===== src/rtl/priority_encoder8_3_pkg.sv =====
// Shared definitions for the 8-to-3 priority encoder and the 3-to-8 decoder family.
package priority_encoder8_3_pkg;

    localparam int IDX_W = 3;
    localparam int REQ_W = 8;

    typedef enum logic {
        ST_IDLE = 1'b0,
        ST_BUSY = 1'b1
    } state_t;

    function automatic logic [REQ_W-1:0] onehot3(input logic [IDX_W-1:0] idx);
        logic [REQ_W-1:0] m;
        m      = '0;
        m[idx] = 1'b1;
        return m;
    endfunction

endpackage


===== src/rtl/priority_encoder8_3_select.sv =====
// Combinational priority select: first set bit found walking away from i_start.
// PRIO_HIGH=1 walks downward (start-1, start-2, ...), PRIO_HIGH=0 walks upward; all wrap mod 8.
module pe8_select
    import priority_encoder8_3_pkg::*;
#(
    parameter bit PRIO_HIGH = 1'b1
) (
    input  logic [REQ_W-1:0] i_req,
    input  logic [IDX_W-1:0] i_start,
    output logic [IDX_W-1:0] o_idx
);

    logic [REQ_W-1:0][IDX_W-1:0] w_cand;

    // w_cand[k] is the (k+1)-th index visited; the start index itself is visited last.
    for (genvar k = 0; k < REQ_W; k++) begin : g_cand
        assign w_cand[k] = PRIO_HIGH ? (i_start - IDX_W'(k + 1)) : (i_start + IDX_W'(k + 1));
    end

    // Scan lowest priority first so the earliest hit in search order wins.
    always_comb begin
        o_idx = '0;
        for (int k = REQ_W - 1; k >= 0; k--) begin
            if (i_req[w_cand[k]]) o_idx = w_cand[k];
        end
    end

endmodule


===== src/rtl/priority_encoder8_3.sv =====
// Registered 8-to-3 priority encoder with pending capture and VALID/READY output.
// Define ROUND_ROBIN_EN to rotate the search start past the last accepted grant.
module priority_encoder8_3
    import priority_encoder8_3_pkg::*;
#(
    parameter bit PRIO_HIGH = 1'b1
) (
    input  logic             CLK,
    input  logic             RST,
    input  logic [REQ_W-1:0] IN,
    input  logic             EN,
    output logic [IDX_W-1:0] OUT,
    output logic             VALID,
    input  logic             READY,
    output logic [REQ_W-1:0] PEND
);

    state_t           r_state;
    state_t           w_state_next;
    logic [REQ_W-1:0] r_pend;
    logic [REQ_W-1:0] w_pend_next;
    logic [REQ_W-1:0] w_clr;
    logic [IDX_W-1:0] r_out;
    logic [IDX_W-1:0] w_sel;
    logic [IDX_W-1:0] w_start;
    logic             w_accept;
    logic             w_load;

    assign w_accept    = (r_state == ST_BUSY) && READY;
    assign w_clr       = w_accept ? onehot3(r_out) : '0;
    // Clear before set so a same-cycle re-request keeps the bit pending.
    assign w_pend_next = (r_pend & ~w_clr) | (EN ? IN : '0);

`ifdef ROUND_ROBIN_EN
    logic [IDX_W-1:0] r_last;

    always_ff @(posedge CLK) begin
        if (RST)           r_last <= '0;
        else if (w_accept) r_last <= r_out;
    end

    assign w_start = r_last;
`else
    // Constant start that makes the rotating search degenerate to fixed priority.
    assign w_start = PRIO_HIGH ? IDX_W'(0) : IDX_W'(REQ_W - 1);
`endif

    pe8_select #(
        .PRIO_HIGH (PRIO_HIGH)
    ) u_select (
        .i_req   (r_pend),
        .i_start (w_start),
        .o_idx   (w_sel)
    );

    always_comb begin
        w_state_next = r_state;
        w_load       = 1'b0;
        case (r_state)
            ST_IDLE: begin
                if (r_pend != '0) begin
                    w_state_next = ST_BUSY;
                    w_load       = 1'b1;
                end
            end
            ST_BUSY: begin
                if (READY) w_state_next = ST_IDLE;
            end
        endcase
    end

    always_ff @(posedge CLK) begin
        if (RST) begin
            r_state <= ST_IDLE;
            r_pend  <= '0;
            r_out   <= '0;
        end else begin
            r_state <= w_state_next;
            r_pend  <= w_pend_next;
            if (w_load) r_out <= w_sel;
        end
    end

    assign OUT   = r_out;
    assign VALID = (r_state == ST_BUSY);
    assign PEND  = r_pend;

endmodule


===== config.mk =====
export PLATFORM = sky130hd
export DESIGN_NAME = priority_encoder8_3
export DESIGN_NICKNAME = d
export VERILOG_FILES = /design/src/rtl/priority_encoder8_3_pkg.sv /design/src/rtl/priority_encoder8_3_select.sv /design/src/rtl/priority_encoder8_3.sv
export SDC_FILE = /design/constraint.sdc
export NUM_CORES = 1
export LEC_CHECK = 0
export ABC_AREA = 1
export CAP_MARGIN = 10
export CELL_PAD_IN_SITES_DETAIL_PLACEMENT = 0
export CELL_PAD_IN_SITES_GLOBAL_PLACEMENT = 1
export CORE_MARGIN = 2
export CORE_UTILIZATION = 29
export CTS_CLUSTER_DIAMETER = 80
export DETAILED_ROUTE_END_ITERATION = 10
export PLACE_DENSITY_LB_ADDON = 0.1
export RECOVER_POWER = 100
export REMOVE_ABC_BUFFERS = 1
export SLEW_MARGIN = 20
export SYNTH_ARGS = -nofsm -noshare
export SYNTH_HDL_FRONTEND = slang
export SYNTH_SLANG_ARGS = --single-unit

===== constraint.sdc =====
create_clock -name CLK -period 2 [get_ports CLK]
set_clock_uncertainty 0.1 [all_clocks]
set_input_delay 0.6 -clock CLK [delete_from_list [all_inputs] [get_ports CLK]]
set_output_delay 0.6 -clock CLK [all_outputs]
set_load 0.03 [all_outputs]

==> out/metrics.cfg <==
[floorplanning]
fp.dieArea_sq_mm = 0.002338
die_w_um = 48.36
chipHeight_um = 48.36
start_util_pct = 30.00
rows = 16
io_pins = 24
core_area_sq_mm = 0.001902

[critical_path]
critPathLaunchType = flip-flop
crit_type = reg -> out
timing.rr.start = VALID
worst_setup_path_end_kind = primary output
critical-path-max-stage-delay_ps = 420
required_ps = 1300
critPathArrivalTime_ps = 1090
cp_top_family = buffers and inverters
worstPathCellList = dlygate4sd2_1
worst-path-max-fanout = 5
path_buf_inv = 1
critPathLaunch = OUT[1]
critical-path-slowest-cell = dlygate4sd2_1

[sta]
fin_tns_setup_ps = 0
max_slew_margin_pct = 72.11
maxSlewViolCount = 0
post-route-period-util_pct = 89.73
fmax_ghz = 0.5572
tightest_slew_ps = 418.4
finalHoldViolations = 0
setup_viol = 0
rsz0062_at_grt = false
fin_crit_ps = 1795

[power]
power_density_mw_per_mm2 = 735.9
swShare_pct = 34.66
p_clk_share_pct = 23.6
ir_drop_mv = 0.4132
p_leak_nw = 0.4037
comb_power_share_pct = 30.5
internal_power_w = 0.0004031
power_frac_seq_pct = 45.9
switchingPower_w = 0.0002138

[place]
port_buffers = 23
dp_cells = 136
hpwlAfterDp_um = 1119
gp_congestion = 0.8016

[logic_synthesis]
yosys.area.top_type = dfxtp_1
yosysSeqAreaShare_pct = 42.11
syn_inst = 87
yosysUniqueCellTypes = 14
synth-seq-cells = 12
syn_area_per_cell_sq_um = 6.558
synth_xor_area_share_pct = 0
synthMuxAreaShare_pct = 0
synth_top_area_share_pct = 42.11
synthTopCellsByArea = dfxtp_1 42%, nand2_1 17%, a21oi_1 8.8%
synth_fa_ha_area_share_pct = 0
synth_area_sq_um = 570.5
yosys.area_share.simple_pct = 28.07
synth_top_family_by_area = simple AND/OR/NAND/NOR gates
yosys_warnings = 0
synth_compound_area_share_pct = 19.96

[clock_network]
clkLatencyLatePin_ps = 270
htree_num_levels = 1
cts.sinks = 12
post_cts_buffers = 0
cts_tree = done
cts_inserted_buffers = 3
cts_resized = 12
cts_root_buf = clkbuf_4
clk_pin_slew_ps = 80
hold_buffers = 0
clockBufferDepth = 2

[detailed_routing]
wl_per_cell_um = 10.07
num_vias = 599
antenna_left = 0
via_per_inst = 4.309
route.met2.wl_um = 601
dr.pass1.iters = 4
wl_um = 1400
dr_wl_met3_um = 85
top_layer_used = met4
met1_length_um = 698
drc = 0
drtIter0Drc = 15

[finish]
num-fill-cells = 210
antenna-diode-count = 0
utilization_pct = 44.08
mostFrequentLayoutCell = nand2_1
seqCellArea_sq_um = 240.2
drive_gt1_share_pct = 8.929
final_cell_mix = 26 x nand2_1, 12 x dfxtp_1, 12 x inv_1, 12 x dlygate4sd2_1, 10 x a21oi_1
final_cells = 139
multi_input_area_sq_um = 274.0
final_net_count = 126
area_delta_synth_final_pct = 46.93

[hold_path]
min_from = PEND[1]
hold_path_class = reg -> reg

[global_route]
grt_pass1_vias = 544
grt_usage_pct = 13.53
grt_max_degree = 10
grt_first_pass_wirelength_um = 2359
antenna_found_initial = 0
grt.overflow.total = 0

[run_status]
run_status = finished, final reports clean

[run]
max_cap_violations = 0

cell usage after synthesis:
cell,instances
nand2_1,26
dfxtp_1,12
nor2_2,3
a21oi_1,10
nand3_1,1
inv_1,12
clkbuf_1,2
a21boi_0,1
nand2_2,2
o21ai_1,8
a211oi_1,1
inv_2,1
o21ai_2,1
nor2_1,7
power by group through the flow:
stage	combinational, W	sequential (W)	clock, W
4_1_cts	0.000194	0.000283	0.000153
5_1_grt	0.000210	0.000287	0.000171
6_report	0.000188	0.000283	0.000146
3_3_place_gp	0.000209	0.000289	0
2_1_floorplan	0.0000784	0.000329	0
3_5_place_dp	0.000208	0.000290	0
metrics by stage:
stage | cell area (sq um) | total power [W] | hold WS, ps | worst slack (ps)
after floorplan | 563.0 | 0.0004078 | 510.7 | 777.8
after global placement | 834.6 | 0.0004984 | 394.7 | 196.9
after detailed placement | 834.6 | 0.0004974 | 403.2 | 204.5
after CTS | 842.1 | 0.0006299 | 411.4 | 185.7
after global routing | 838.3 | 0.0006682 | 448.7 | 141.9
final | 838.3 | 0.0006169 | 406.5 | 205.4
final timing paths:
check,slack (ps),end,depth (start not counted)
min,410,PEND[1],2
max,210,OUT[1],1
min reg2reg,410,PEND[1],2
max reg2reg,870,PEND[0],5
layer usage:
metal / GRT usage, % / up-vias
met4: 7.143 / 0
met2: 20.37 / 15
li1: - / 320
met5: 0 / -
met1: 16.89 / 262
met3: 4.938 / 2
state kept, by name (all words and copies together), names as in the netlist:
signal  cells
PEND        8
OUT         3
VALID       1
final cells by class:
cell class	count	share of cell area [%]
inverter	13	5.821
clock buffer	3	2.687
sequential	12	28.66
timing repair buffer	24	26.12
tap	27	4.030
multi-input combinational	60	32.69
cells by family (layout without fill, tap and decap cells):
logic type / after synthesis / in the layout
DFF: 12 / 12
AOI/OAI and AO/OA: 21 / 21
buffers and inverters: 15 / 40
and+or+nand+nor: 39 / 39
Power figures use the tool's default switching activity.
